## config.mk

```make
export PLATFORM = sky130hd
export DESIGN_NAME = uart_command_frame_decoder
export DESIGN_NICKNAME = d
export VERILOG_FILES = /design/src/rtl/uart_command_pkg.sv /design/src/rtl/frame_timeout_counter.sv /design/src/rtl/uart_command_frame_decoder.sv
export SDC_FILE = /design/constraint.sdc
export NUM_CORES = 1
export LEC_CHECK = 0
export CORE_MARGIN = 3
export CORE_UTILIZATION = 60
export CTS_CLUSTER_DIAMETER = 150
export DETAILED_ROUTE_END_ITERATION = 10
export GPL_TIMING_DRIVEN = 1
export PLACE_DENSITY = 0.85
export SETUP_SLACK_MARGIN = 0.5
export SLEW_MARGIN = 20
export SYNTH_ARGS = -nofsm -noshare
export SYNTH_HDL_FRONTEND = slang
export SYNTH_SLANG_ARGS = --single-unit
export TNS_END_PERCENT = 5
```

## constraint.sdc

```tcl
create_clock -name clk -period 7.3 [get_ports clk]
set_clock_uncertainty 0.15 [all_clocks]
set_input_delay 2.19 -clock clk [delete_from_list [all_inputs] [get_ports clk]]
set_output_delay 2.19 -clock clk [all_outputs]
set_load 0.01 [all_outputs]
```

## src/rtl/uart_command_pkg.sv

```systemverilog
// Command codes and frame-parser state encoding shared by the UART RX decoder and TX-side controller.
package uart_command_pkg;

    localparam int unsigned CMD_WIDTH = 8;

    localparam logic [CMD_WIDTH-1:0] CMD_WRITE        = 8'hAA;
    localparam logic [CMD_WIDTH-1:0] CMD_READ         = 8'hBB;
    localparam logic [CMD_WIDTH-1:0] CMD_ALU_OPERANDS = 8'hCC;
    localparam logic [CMD_WIDTH-1:0] CMD_ALU_ONLY     = 8'hDD;
    localparam logic [CMD_WIDTH-1:0] CMD_BURST_WRITE  = 8'hEE;

    typedef enum logic [3:0] {
        IDLE        = 4'd0,
        WR_ADDR     = 4'd1,
        WR_DATA     = 4'd2,
        RD_ADDR     = 4'd3,
        OP_A        = 4'd4,
        OP_B        = 4'd5,
        ALU_FUNC    = 4'd6,
        BURST_ADDR  = 4'd7,
        BURST_COUNT = 4'd8,
        BURST_DATA  = 4'd9
    } frame_state_e;

endpackage

```

## src/rtl/frame_timeout_counter.sv

```systemverilog
// Inter-byte watchdog: counts enabled cycles since the last clear, flags when the limit is reached.
module frame_timeout_counter #(
    parameter int unsigned TIMEOUT_CYCLES = 4096
) (
    input  logic clk,
    input  logic reset,
    input  logic clear,
    input  logic count_enable,
    output logic expired
);

    localparam int unsigned COUNT_WIDTH = (TIMEOUT_CYCLES > 2) ? $clog2(TIMEOUT_CYCLES) : 1;
    localparam logic [COUNT_WIDTH-1:0] LIMIT = COUNT_WIDTH'(TIMEOUT_CYCLES - 1);

    logic [COUNT_WIDTH-1:0] count;

    // Saturates at the limit so a frozen or lingering expiry never wraps back to zero.
    always_ff @(posedge clk) begin
        if (reset || clear) begin
            count <= '0;
        end else if (count_enable && !expired) begin
            count <= count + COUNT_WIDTH'(1);
        end
    end

    assign expired = (count == LIMIT);

endmodule

```

## src/rtl/uart_command_frame_decoder.sv

```systemverilog
// Parses UART RX command frames into register-file write/read strobes and ALU start strobes.
module uart_command_frame_decoder
    import uart_command_pkg::*;
#(
    parameter int unsigned DATA_WIDTH          = 8,
    parameter int unsigned REGISTER_FILE_DEPTH = 16,
    parameter int unsigned ALU_FUNCTION_WIDTH  = 4,
    parameter int unsigned OPERAND_A_ADDRESS   = 0,
    parameter int unsigned OPERAND_B_ADDRESS   = 1,
    parameter int unsigned TIMEOUT_CYCLES      = 4096
) (
    input  logic                                          clk,
    input  logic                                          reset,
    input  logic                                          enable,
    input  logic                                          parallel_data_valid_synchronized,
    input  logic [DATA_WIDTH-1:0]                         parallel_data_synchronized,
    output logic [ALU_FUNCTION_WIDTH-1:0]                 ALU_function,
    output logic                                          ALU_enable,
    output logic                                          ALU_clk_enable,
    output logic [((REGISTER_FILE_DEPTH > 1) ? $clog2(REGISTER_FILE_DEPTH) : 1)-1:0] address,
    output logic                                          write_enable,
    output logic [DATA_WIDTH-1:0]                         write_data,
    output logic                                          read_enable,
    output logic                                          busy,
    output logic                                          frame_error
);

    localparam int unsigned ADDR_WIDTH = (REGISTER_FILE_DEPTH > 1) ? $clog2(REGISTER_FILE_DEPTH) : 1;
    localparam logic [ADDR_WIDTH-1:0] LAST_ADDR = ADDR_WIDTH'(REGISTER_FILE_DEPTH - 1);
    localparam logic [ADDR_WIDTH-1:0] OPA_ADDR  = ADDR_WIDTH'(OPERAND_A_ADDRESS);
    localparam logic [ADDR_WIDTH-1:0] OPB_ADDR  = ADDR_WIDTH'(OPERAND_B_ADDRESS);

    frame_state_e state, state_next;

    logic                          valid_prev;
    logic                          accept;
    logic                          addr_in_range;
    logic [ADDR_WIDTH-1:0]         rx_addr;
    logic [ADDR_WIDTH-1:0]         ptr, ptr_next;
    logic [DATA_WIDTH-1:0]         remaining, remaining_next;
    logic [ADDR_WIDTH-1:0]         address_next;
    logic [DATA_WIDTH-1:0]         write_data_next;
    logic [ALU_FUNCTION_WIDTH-1:0] alu_function_next;
    logic                          write_enable_next;
    logic                          read_enable_next;
    logic                          alu_enable_next;
    logic                          frame_error_next;
    logic                          timer_expired;
    logic                          timeout_hit;

    // A held valid level counts once: only its rising edge accepts a byte.
    assign accept        = enable && parallel_data_valid_synchronized && !valid_prev;
    assign addr_in_range = 32'(parallel_data_synchronized) < REGISTER_FILE_DEPTH;
    assign rx_addr       = ADDR_WIDTH'(parallel_data_synchronized);
    assign timeout_hit   = timer_expired && enable && (state != IDLE);

    frame_timeout_counter #(
        .TIMEOUT_CYCLES (TIMEOUT_CYCLES)
    ) u_timeout (
        .clk          (clk),
        .reset        (reset),
        .clear        (accept || (state == IDLE)),
        .count_enable (enable && (state != IDLE)),
        .expired      (timer_expired)
    );

    always_ff @(posedge clk) begin
        if (reset) begin
            state          <= IDLE;
            valid_prev     <= 1'b0;
            ptr            <= '0;
            remaining      <= '0;
            address        <= '0;
            write_data     <= '0;
            ALU_function   <= '0;
            write_enable   <= 1'b0;
            read_enable    <= 1'b0;
            ALU_enable     <= 1'b0;
            ALU_clk_enable <= 1'b0;
            frame_error    <= 1'b0;
            busy           <= 1'b0;
        end else begin
            state          <= state_next;
            valid_prev     <= parallel_data_valid_synchronized;
            ptr            <= ptr_next;
            remaining      <= remaining_next;
            address        <= address_next;
            write_data     <= write_data_next;
            ALU_function   <= alu_function_next;
            write_enable   <= write_enable_next;
            read_enable    <= read_enable_next;
            ALU_enable     <= alu_enable_next;
            ALU_clk_enable <= alu_enable_next || ALU_enable;
            frame_error    <= frame_error_next;
            busy           <= (state_next != IDLE);
        end
    end

    // Next state and next register values; an accepted byte takes priority over timeout expiry.
    always_comb begin
        state_next        = state;
        ptr_next          = ptr;
        remaining_next    = remaining;
        address_next      = address;
        write_data_next   = write_data;
        alu_function_next = ALU_function;
        write_enable_next = 1'b0;
        read_enable_next  = 1'b0;
        alu_enable_next   = 1'b0;
        frame_error_next  = 1'b0;

        if (accept) begin
            unique case (state)
                IDLE: begin
                    if (parallel_data_synchronized == DATA_WIDTH'(CMD_WRITE)) begin
                        state_next = WR_ADDR;
                    end else if (parallel_data_synchronized == DATA_WIDTH'(CMD_READ)) begin
                        state_next = RD_ADDR;
                    end else if (parallel_data_synchronized == DATA_WIDTH'(CMD_ALU_OPERANDS)) begin
                        state_next = OP_A;
                    end else if (parallel_data_synchronized == DATA_WIDTH'(CMD_ALU_ONLY)) begin
                        state_next = ALU_FUNC;
                    end else if (parallel_data_synchronized == DATA_WIDTH'(CMD_BURST_WRITE)) begin
                        state_next = BURST_ADDR;
                    end else begin
                        frame_error_next = 1'b1;
                    end
                end
                WR_ADDR, BURST_ADDR: begin
                    if (addr_in_range) begin
                        ptr_next   = rx_addr;
                        state_next = (state == WR_ADDR) ? WR_DATA : BURST_COUNT;
                    end else begin
                        frame_error_next = 1'b1;
                        state_next       = IDLE;
                    end
                end
                WR_DATA: begin
                    write_enable_next = 1'b1;
                    address_next      = ptr;
                    write_data_next   = parallel_data_synchronized;
                    state_next        = IDLE;
                end
                RD_ADDR: begin
                    if (addr_in_range) begin
                        read_enable_next = 1'b1;
                        address_next     = rx_addr;
                    end else begin
                        frame_error_next = 1'b1;
                    end
                    state_next = IDLE;
                end
                OP_A, OP_B: begin
                    write_enable_next = 1'b1;
                    address_next      = (state == OP_A) ? OPA_ADDR : OPB_ADDR;
                    write_data_next   = parallel_data_synchronized;
                    state_next        = (state == OP_A) ? OP_B : ALU_FUNC;
                end
                ALU_FUNC: begin
                    alu_enable_next   = 1'b1;
                    alu_function_next = ALU_FUNCTION_WIDTH'(parallel_data_synchronized);
                    state_next        = IDLE;
                end
                BURST_COUNT: begin
                    if (parallel_data_synchronized == '0) begin
                        frame_error_next = 1'b1;
                        state_next       = IDLE;
                    end else begin
                        remaining_next = parallel_data_synchronized;
                        state_next     = BURST_DATA;
                    end
                end
                BURST_DATA: begin
                    write_enable_next = 1'b1;
                    address_next      = ptr;
                    write_data_next   = parallel_data_synchronized;
                    ptr_next          = (ptr == LAST_ADDR) ? '0 : ptr + ADDR_WIDTH'(1);
                    remaining_next    = remaining - DATA_WIDTH'(1);
                    if (remaining == DATA_WIDTH'(1)) begin
                        state_next = IDLE;
                    end
                end
                default: begin
                    state_next = IDLE;
                end
            endcase
        end else if (timeout_hit) begin
            frame_error_next = 1'b1;
            state_next       = IDLE;
        end
    end

endmodule

```

Word level (Yosys, flattened, before mapping)
Cells that the tools add are included.
- add/subtract/negate cells: 3
- magnitude comparators: 1
- equal/unequal tests: 20
- mux-type cells: 34
- bitwise operators: 2
- reduce and logical (&&, ||, !) cells: 30
- operators by type and width (cell ; count):
    $mux W4 ; 13
    $eq A8 B8 Y1 const B ; 5
    $pmux W4 S5 ; 1
    $eq A4 B3 Y1 const B ; 4
    $pmux W8 S2 ; 1
    $mux W1 ; 14
    $add A12 B1 Y12 const B ; 1
    $eq A12 B12 Y1 const B ; 1
    $eq A4 B4 Y1 const B ; 3
    $pmux W4 S3 ; 1
    $reduce_and A3 Y1 ; 3
    $eq A4 B2 Y1 const B ; 2
    $eq A8 B1 Y1 const B ; 1
    $logic_not A8 Y1 ; 1
    $lt A8 B5 Y1 const B ; 1
    $mux W8 ; 1
    $pmux W4 S2 ; 1
    $reduce_bool A4 Y1 ; 2
    $reduce_or A2 Y1 ; 4
    $sub A8 B1 Y8 const B ; 1
    $logic_and A1 B1 Y1 ; 6
    $ne A2 B2 Y1 const B ; 3
    $reduce_or A3 Y1 ; 2
    $add A4 B1 Y4 const B ; 1
    11 further kinds ; 17
- register bits: 51
- logic and storage cells: 104

Depth between registers and ports, before layout
Gate-level depths: netlist of the first run.
- word-level depth: 9
- mapped depth: 7
- gate-level depth less buffers: 7

Hierarchy
From an unflattened synthesis of the first run, not the netlist that was laid out.
- cells, all modules: 349
- area total of the unflattened synthesis: 2941.6 um^2
- by module, submodules not included (module ; instances ; cells an instance ; area an instance (um^2)):
    uart_command_frame_decoder ; 1 ; 276 ; 2323.5
    frame_timeout_counter ; 1 ; 73 ; 618.1

Least setup slack after synthesis of the first run
OpenSTA, ideal clock, no wires.
- kind: in2reg
- start point: input parallel_data_synchronized[1]
- end point: register busy
- library setup time: 141 ps
- arrival time: 3561 ps
- required time: 7009 ps
- path slack: 3448 ps
- stages on the path: 6
- buffers on the path: 1
- cells stage by stage: buf_4 -> or4_4 -> nor3_4 -> nor3_1 -> a221oi_2 -> a41oi_1
- cells in the longest elaborated chain, start to end: 9
- elaborated cells on any way between the ends: 17
- those cells by class: order compare: 1; eq/ne: 5; mux: 9; reduce/logical: 2
- ends and longest elaborated chain (item ; RTL line ; source):
    start: declaration ; uart_command_frame_decoder.sv:16 ; input logic [DATA_WIDTH-1:0] parallel_data_synchronized,
    $eq A8 B8 Y1 ; uart_command_frame_decoder.sv:123 ; end else if (parallel_data_synchronized == DATA_WIDTH'(CMD_BURST_WRITE)) begin
    $mux W4 ; uart_command_frame_decoder.sv:123 ;
    $mux W4 ; uart_command_frame_decoder.sv:121 ; end else if (parallel_data_synchronized == DATA_WIDTH'(CMD_ALU_ONLY)) begin
    $mux W4 ; uart_command_frame_decoder.sv:119 ; end else if (parallel_data_synchronized == DATA_WIDTH'(CMD_ALU_OPERANDS)) begin
    $mux W4 ; uart_command_frame_decoder.sv:117 ; end else if (parallel_data_synchronized == DATA_WIDTH'(CMD_READ)) begin
    $mux W4 ; uart_command_frame_decoder.sv:115 ; if (parallel_data_synchronized == DATA_WIDTH'(CMD_WRITE)) begin
    $pmux W4 S5 * ; uart_command_frame_decoder.sv:113 ; unique case (state)
    $mux W4 * ; uart_command_frame_decoder.sv:112 ; if (accept) begin
    $reduce_bool A4 Y1 * ; uart_command_frame_decoder.sv:95 ; busy <= (state_next != IDLE);
    end signal: assignment ; uart_command_frame_decoder.sv:95 ;
    end: declaration ; uart_command_frame_decoder.sv:24 ; output logic busy,
Mark *: on every way between the ends. The rest lies on a longest branch, timed or not.
A chain may end at the register's enable or synchronous reset.

Worst setup path in the final report of the first run
- start point: input parallel_data_synchronized[4]
- end point: register ptr[3]
- cells in the longest elaborated chain, start to end: 3
- ends and longest elaborated chain (item ; RTL line ; source):
    $lt A8 B5 Y1 ; uart_command_frame_decoder.sv:53 ; assign addr_in_range = 32'(parallel_data_synchronized) < REGISTER_FILE_DEPTH;
    $ne A2 B2 Y1 (no line) ; - ;
    $reduce_and A3 Y1 (no line) ; - ;
    end signal: assignment ; uart_command_frame_decoder.sv:85 ; ptr <= ptr_next;
    end: declaration ; uart_command_frame_decoder.sv:39 ; logic [ADDR_WIDTH-1:0] ptr, ptr_next;
Every way passes these cells.

==> results of run 1 <==
[worst max-delay path: stages]
cell and delay [ns]:
clkdlybuf4s50_1 0.64, nor4_2 0.57, o21ai_1 0.15, a211oi_2 0.51, mux2i_1 0.25, nor2_1 0.06
[where the power goes]
part	internal, mW	switching (mW)
Clock	0.111	0.0921
Sequential	0.279	0.00126
Combinational	0.0145	0.0228
[stage by stage]
step	power (mW)	util, %	cells	hold slack (ns)	setup WS [ns]
5_1_grt	0.537	73.0	416	0.311	2.88
3_5_place_dp	0.323	70.4	408	0.287	2.72
6_report	0.521	73.0	416	0.303	2.96
4_1_cts	0.522	73.0	416	0.301	3.00
2_1_floorplan	0.310	-	346	0.303	3.45
3_3_place_gp	0.322	70.4	408	0.277	2.78
[final cells by class]
class                      count  area (um^2)  area share (%)
multi-input combinational    260         1680            51.4
tap                           52         65.1            1.99
clock buffer                   6         82.6            2.53
clock inverter                 2         35.0            1.07
inverter                      10         37.5            1.15
timing repair buffer          35          345            10.6
sequential                    51         1020            31.3
[final timing paths]
check        cells after the start  slack, ns                           from                  to
min reg2reg                      2       0.30                     ALU_enable      ALU_clk_enable
max reg2reg                      5       4.74                       state[0]  u_timeout.count[9]
min                              2       0.30                     ALU_enable      ALU_clk_enable
max                              6       2.96  parallel_data_synchronized[4]              ptr[3]
[layer usage]
metal	global-route usage (%)	routed length [um]
met5	0	0
met2	42.9	3260
met4	8.30	88
met3	6.01	542
met1	34.1	3020
[registers in the layout, indices dropped and copies added, names as in the netlist]
name	cells
ALU_enable	1
address	4
busy	1
remaining	8
state	4
u_timeout.count	12
read_enable	1
write_data	8
ALU_function	4
valid_prev	1
write_enable	1
ptr	4
ALU_clk_enable	1
frame_error	1
[cells by family after synthesis]
logic type | count (synthesis) | share of synthesized area (%)
flip-flops | 51 | 35.8
AND/OR/NAND/NOR | 141 | 27.7
XOR/XNOR | 13 | 3.99
multiplexers | 17 | 6.14
buffers and inverters | 35 | 5.31
AO/OA/AOI/OAI | 85 | 19.3
adder cells (fa/ha/maj) | 4 | 1.76
[synth_stat cells (4+ instances only)]
master / count / area (um^2)
dfxtp_1: 51 / 1020
nor2_1: 45 / 169
a21oi_1: 27 / 135
nand2_1: 18 / 67.6
nand3_1: 15 / 75.1
clkbuf_1: 14 / 52.6
mux2i_1: 13 / 130
o21ai_1: 12 / 60.1
xnor2_1: 10 / 87.6
inv_1: 9 / 33.8
o21ai_0: 8 / 40.0
a31oi_1: 7 / 43.8
buf_2: 7 / 35.0
nand4_1: 7 / 43.8
nor3_1: 5 / 25.0
nor4_1: 5 / 31.3
and3_1: 4 / 25.0
and3b_1: 4 / 35.0
ha_1: 4 / 50.1
nand2b_1: 4 / 25.0
==> out/metrics.yaml, run 1 <==
outcome: "completed"
grt_max_degree: 41
critPathCaptureType: "flip-flop"
io_buffer_count: 33
synthFlopType: "dfxtp_1"
via_per_inst: 6.42
die_w_um: 74.9
synthDistinctLibCells: 63
clkSlewWorstSetupHoldPaths_ns: 0.09
first_pass_iters: 6
hold_class: "flip-flop to flip-flop"
fp.coreArea_um2: 4470
clkLatencyLatePin_ns: 0.31
grt_pass1_wl_mm: 11.5
synth_edf_count: 0
ys_warn_count: 0
period_minus_slack_ns: 4.34
initial_utilization_pct: 63.7
dp_hpwl_mm: 4.70
layout_commonest_cell: "dfxtp_1"
slew_viol_final: 0
rows: 24
crit_arrival_ns: 4.38
dr.first_iter.drc_count: 271
layout_common_cells: "51 x dfxtp_1, 45 x nor2_1, 33 x clkdlybuf4s50_1"
fmax_mhz: 230
final_layout_size_suffix_gt1_share_pct: 6.32
finalSetupTns_ns: 0
syn_nets: 362
synthToLayoutAreaGrowth_pct: 14.5
setup_viol: 0
antenna_found_initial: 0
critPathKind: "input pin to flip-flop"
place_congestion: 0.878
hold_buffers: 0
grt_pass1_vias: 2452
slew_headroom_pct: 29.6
overflow: 0
rsz0062_at_grt: "no"
critical_path_required_ns: 7.34
worst_pin_slew_ns: 1.05
cts_max_level: 2
drt-wirelength-per-cell_um: 16.6
dieArea_um2: 5620
synth_area_per_cell_um2: 8.24
fillers: 338
vias: 2671
dieHeight_um: 74.9
drc: 0
wl_mm: 6.91
placed_cell_area_um2: 3150
clk_path_buf_depth: 2
ys_seq_elements: 51
finalCritPeriodShare_pct: 59.5
num_io_pins: 34
vdd.ir_drop.worst_v: 0.000131
synth_area_um2: 2850
postCtsSetupBuffers: 0
cts_made_buffers: 5
fin_area_um2: 3270
async_flop_share_pct: 0
cts_num_sinks: 51
cts_resized: 0
p_leak_nw: 1.13
final_hold_viol_count: 0
powerDensity_nw_per_um2: 159
fin_nets: 379
track_usage_pct: 26.2
yosysSeqAreaShare_pct: 35.8
cts_root_buffer: "clkbuf_8"
n_antenna_cell: 0
synth_cells: 346
cap_violations: 0
crit_path_max_fanout: 12
cts_tree: "built"
postRouteAntennaNets: 0
startpoint_type: "input pin"
Note: power is estimated with default switching activity, not from simulation.
==> run 2, diff against run 1 <==
--- a/config.mk
+++ b/config.mk
@@ -6,11 +6,11 @@
 export NUM_CORES = 1
 export LEC_CHECK = 0
 export CORE_MARGIN = 3
-export CORE_UTILIZATION = 60
+export CORE_UTILIZATION = 56
 export CTS_CLUSTER_DIAMETER = 150
 export DETAILED_ROUTE_END_ITERATION = 10
 export GPL_TIMING_DRIVEN = 1
-export PLACE_DENSITY = 0.85
+export PLACE_DENSITY = 0.8
 export SETUP_SLACK_MARGIN = 0.5
 export SLEW_MARGIN = 20
 export SYNTH_ARGS = -nofsm -noshare
==> constraint.sdc (replaced) <==
create_clock -name clk -period 4.1 [get_ports clk]
set_clock_uncertainty 0.15 [all_clocks]
set_input_delay 1.23 -clock clk [delete_from_list [all_inputs] [get_ports clk]]
set_output_delay 1.23 -clock clk [all_outputs]
set_load 0.01 [all_outputs]
==> out/metrics.yaml, run 2 (synthesized netlist as in run 1, its figures left out) <==
outcome: "completed"
layout_commonest_cell: "dfxtp_1"
largest_register_ffs: 12
p_leak_nw: 1.16
rows: 25
slowest_stage: "clkdlybuf4s50_1"
wl_mm: 6.87
vdd.ir_drop.worst_v: 0.000175
cts_num_sinks: 51
dieHeight_um: 77.4
clk_path_buf_depth: 2
clkLatencyLatePin_ns: 0.31
drc: 0
grt_pass1_vias: 2438
cts_tree: "built"
critPathCaptureType: "flip-flop"
dieArea_um2: 5980
ff2ff_path_depth: 5
cts_made_buffers: 5
cts_max_level: 2
critical_path_required_ns: 4.13
postRouteAntennaNets: 0
placed_cell_area_um2: 3200
startpoint_type: "input pin"
vias: 2634
largestRegisters: "u_timeout.count (12), remaining (8), write_data (8)"
via_per_inst: 6.04
hold_buffers: 0
antenna_found_initial: 0
period_minus_slack_ns: 3.24
cts_resized: 0
dp_hpwl_mm: 4.76
top_register: "u_timeout.count"
slowest_delay_ns: 0.60
crit_path_max_fanout: 10
critPathKind: "input pin to flip-flop"
fin_area_um2: 3320
layout_common_cells: "51 x dfxtp_1, 45 x nor2_1, 33 x clkdlybuf4s50_1"
synthToLayoutAreaGrowth_pct: 16.5
grt_pass1_wl_mm: 11.7
overflow: 0
grt_max_degree: 40
rsz0062_at_grt: "no"
drt-wirelength-per-cell_um: 15.8
slew_headroom_pct: 33.9
powerDensity_nw_per_um2: 280
fmax_mhz: 309
final_layout_size_suffix_gt1_share_pct: 7.59
cts_root_buffer: "clkbuf_8"
finalSetupTns_ns: 0
first_pass_iters: 4
hold_class: "flip-flop to flip-flop"
worst_pin_slew_ns: 0.985
initial_utilization_pct: 59.2
cap_violations: 0
place_congestion: 0.892
postCtsSetupBuffers: 0
finalCritPeriodShare_pct: 78.9
setup_viol: 0
final_hold_viol_count: 0
num_io_pins: 34
crit_chain: "clkdlybuf4s50_1, or4_4, nor3_4, nor3_1, a221oi_2, a41oi_1"
fp.coreArea_um2: 4820
n_antenna_cell: 0
clkSlewWorstSetupHoldPaths_ns: 0.09
dr.first_iter.drc_count: 210
fin_nets: 384
track_usage_pct: 23.9
hold_depth: 2
slew_viol_final: 0
io_buffer_count: 33
die_w_um: 77.4
crit_arrival_ns: 3.26
==> run 2: changes by cell type in the layout (fill, tap and decap cells not counted), sizes merged <==
cell / delta
buf: +5
==> run 2: final cells by class <==
| class | instances | area [um^2] |
|---|---|---|
| sequential | 51 | 1020 |
| inverter | 10 | 37.5 |
| fill | 420 | 1500 |
| multi-input combinational | 260 | 1680 |
| tap | 67 | 83.8 |
| clock inverter | 2 | 35.0 |
| timing repair buffer | 40 | 383 |
| clock buffer | 6 | 82.6 |
==> run 2: worst max-delay path: cells and delay by family <==
family                 cells  cell delay, ns
and+or+nand+nor            3            0.96
buffers and inverters      1            0.60
AOI/OAI and AO/OA          2            0.46
==> run 2: final timing paths <==
kind	endpoint	slack (ns)	startpoint
setup / recovery	busy	0.86	parallel_data_synchronized[5]
hold / removal	ALU_clk_enable	0.32	ALU_enable
setup reg to reg	u_timeout.count[9]	1.57	state[0]
hold reg to reg	ALU_clk_enable	0.32	ALU_enable
==> run 2: stage by stage <==
stage / hold slack [ns] / std cells / worst slack [ns] / utilization, % / power (mW)
floorplan: 0.303 / 346 / 1.21 / - / 0.552
global placement: 0.277 / 428 / 0.637 / 66.5 / 0.577
detailed placement: 0.307 / 428 / 0.578 / 66.5 / 0.578
CTS: 0.320 / 436 / 0.896 / 69.0 / 0.936
global route: 0.341 / 436 / 0.682 / 69.0 / 0.962
finish: 0.317 / 436 / 0.864 / 69.0 / 0.929
==> run 2: metal layers <==
metal / vias to the layer above / GRT usage, % / share of wire (%) / wire length (um)
met3: 8 / 4.76 / 6.5 / 449
met4: 0 / 7.47 / 1.0 / 72
met1: 1238 / 31.4 / 45 / 3070
met5: - / 0 / 0 / 0
met2: 87 / 39.4 / 48 / 3290
li1: 1301 / - / - / -
==> run 2: power by group <==
part | switching, mW | internal [mW]
clock | 0.164 | 0.198
sequential | 0.00218 | 0.497
combinational | 0.0406 | 0.0278
==> run 3, diff against run 2 <==
==> constraint.sdc (replaced) <==
create_clock -name clk -period 3.4 [get_ports clk]
set_clock_uncertainty 0.15 [all_clocks]
set_input_delay 1.02 -clock clk [delete_from_list [all_inputs] [get_ports clk]]
set_output_delay 1.02 -clock clk [all_outputs]
set_load 0.01 [all_outputs]
==> out/metrics.yaml, run 3 (synthesized netlist as in run 1, its figures left out) <==
outcome: "completed"
critPathCapture: "busy"
finalSetupTns_ns: 0
rr_startpoint: "state[0]"
p_leak_nw: 1.19
place_congestion: 0.891
synthToLayoutAreaGrowth_pct: 18.6
use_met1_pct: 31.7
final_hold_viol_count: 0
grt_pass1_vias: 2559
startpoint_type: "input pin"
hold_buffers: 0
first_pass_iters: 4
reg2reg_slack_ns: 1.03
cts_resized: 0
rsz0062_at_grt: "yes"
vdd.ir_drop.worst_v: 0.000244
cts_tree: "built"
crit_path_max_fanout: 5
via_per_inst: 5.93
fin_nets: 393
setup_slack_ns: 0.609
final_layout_size_suffix_gt1_share_pct: 9.79
track_usage_pct: 24.4
cts_made_buffers: 5
clkLatencyLatePin_ns: 0.31
slew_headroom_pct: 48.8
p_total_mw: 1.08
crit_chain: "clkdlybuf4s50_1, or4_4, nor3_4, nor3_1, a221oi_2, a41oi_1"
use_met3_pct: 6.73
whs_ns: 0.303
cap_violations: 0
path_depth: 6
io_buffer_count: 33
finalCritPeriodShare_pct: 82.1
cts_root_buffer: "clkbuf_8"
critical_path_required_ns: 3.43
antenna_found_initial: 0
dieHeight_um: 77.4
cts_num_sinks: 51
clkSlewWorstSetupHoldPaths_ns: 0.09
layout_common_cells: "51 x dfxtp_1, 45 x nor2_1, 33 x clkdlybuf4s50_1"
dieArea_um2: 5980
critPathTopFamily: "simple AND/OR/NAND/NOR gates"
ff2ff_path_depth: 4
powerDensity_nw_per_um2: 319
setup_viol: 0
layout_commonest_cell: "dfxtp_1"
largestRegisters: "u_timeout.count (12), remaining (8), write_data (8)"
dp_hpwl_mm: 4.90
top_register: "u_timeout.count"
worst_pin_slew_ns: 0.766
rows: 25
initial_utilization_pct: 59.2
postCtsSetupBuffers: 0
fmax_mhz: 358
fp.coreArea_um2: 4820
hold_class: "flip-flop to flip-flop"
die_w_um: 77.4
critPathKind: "input pin to flip-flop"
grt_pass1_wl_mm: 12.0
postRouteAntennaNets: 0
crit_arrival_ns: 2.82
period_minus_slack_ns: 2.79
overflow: 0
critPathCaptureType: "flip-flop"
dp_worst_setup_slack_ns: 0.252
wl_mm: 6.94
slowest_stage: "or4_4"
slew_viol_final: 0
n_antenna_cell: 0
worst-path-buf-inv: 1
r2r_end: "ptr[0]"
largest_register_ffs: 12
drc: 0
clk_path_buf_depth: 2
busiest_layer: "met2"
vias: 2639
dr.first_iter.drc_count: 154
met2_usage_pct: 38.9
num_io_pins: 34
grt_max_degree: 40
cts_max_level: 2
startpoint: "parallel_data_synchronized[1]"
drt-wirelength-per-cell_um: 15.6
slowest_delay_ns: 0.56
-- run 3: final cells by class --
type / instances / area, um^2
Clock buffer: 7 / 96.3
Clock inverter: 1 / 7.51
Fill cell: 398 / 1430
Inverter: 10 / 37.5
Multi-Input combinational cell: 260 / 1690
Sequential cell: 51 / 1020
Tap cell: 67 / 83.8
Timing Repair Buffer: 49 / 450
-- run 3: worst register-to-register path: cells and delay by family (launching register included) --
kind	cells	cell delay, ns
flops	1	0.83
compound gates	3	0.74
simple gates	1	0.58
-- run 3: worst min path at each step --
stage,depth (start not counted),slack (ns),start,endpoint
3_5_place_dp,2,0.29,ALU_enable,ALU_clk_enable
6_report,2,0.30,ALU_enable,ALU_clk_enable
4_1_cts,2,0.30,ALU_enable,ALU_clk_enable
3_3_place_gp,2,0.28,ALU_enable,ALU_clk_enable
5_1_grt,2,0.33,ALU_enable,ALU_clk_enable
2_1_floorplan,2,0.30,remaining[7],remaining[7]
-- run 3: power breakdown --
part	leakage, nW	total, mW	switching [mW]	internal (mW)
Combinational	0.729	0.0885	0.0499	0.0386
Sequential	0.411	0.602	0.00268	0.599
Clock	0.0505	0.388	0.203	0.185
Total	1.19	1.08	0.255	0.823
-- run 3: metal layers --
metal / wire length (um) / share of wire [%]
met5: 0 / 0
met4: 127 / 1.8
met3: 444 / 6.4
met2: 3220 / 46
met1: 3140 / 45
-- run 3: through the flow --
stage	util (%)	std cells	cell area (um^2)
after floorplan	-	346	2850
after global placement	67.9	437	3270
after detailed placement	67.9	437	3270
after CTS	70.1	445	3380
after global routing	70.2	445	3380
final	70.2	445	3380
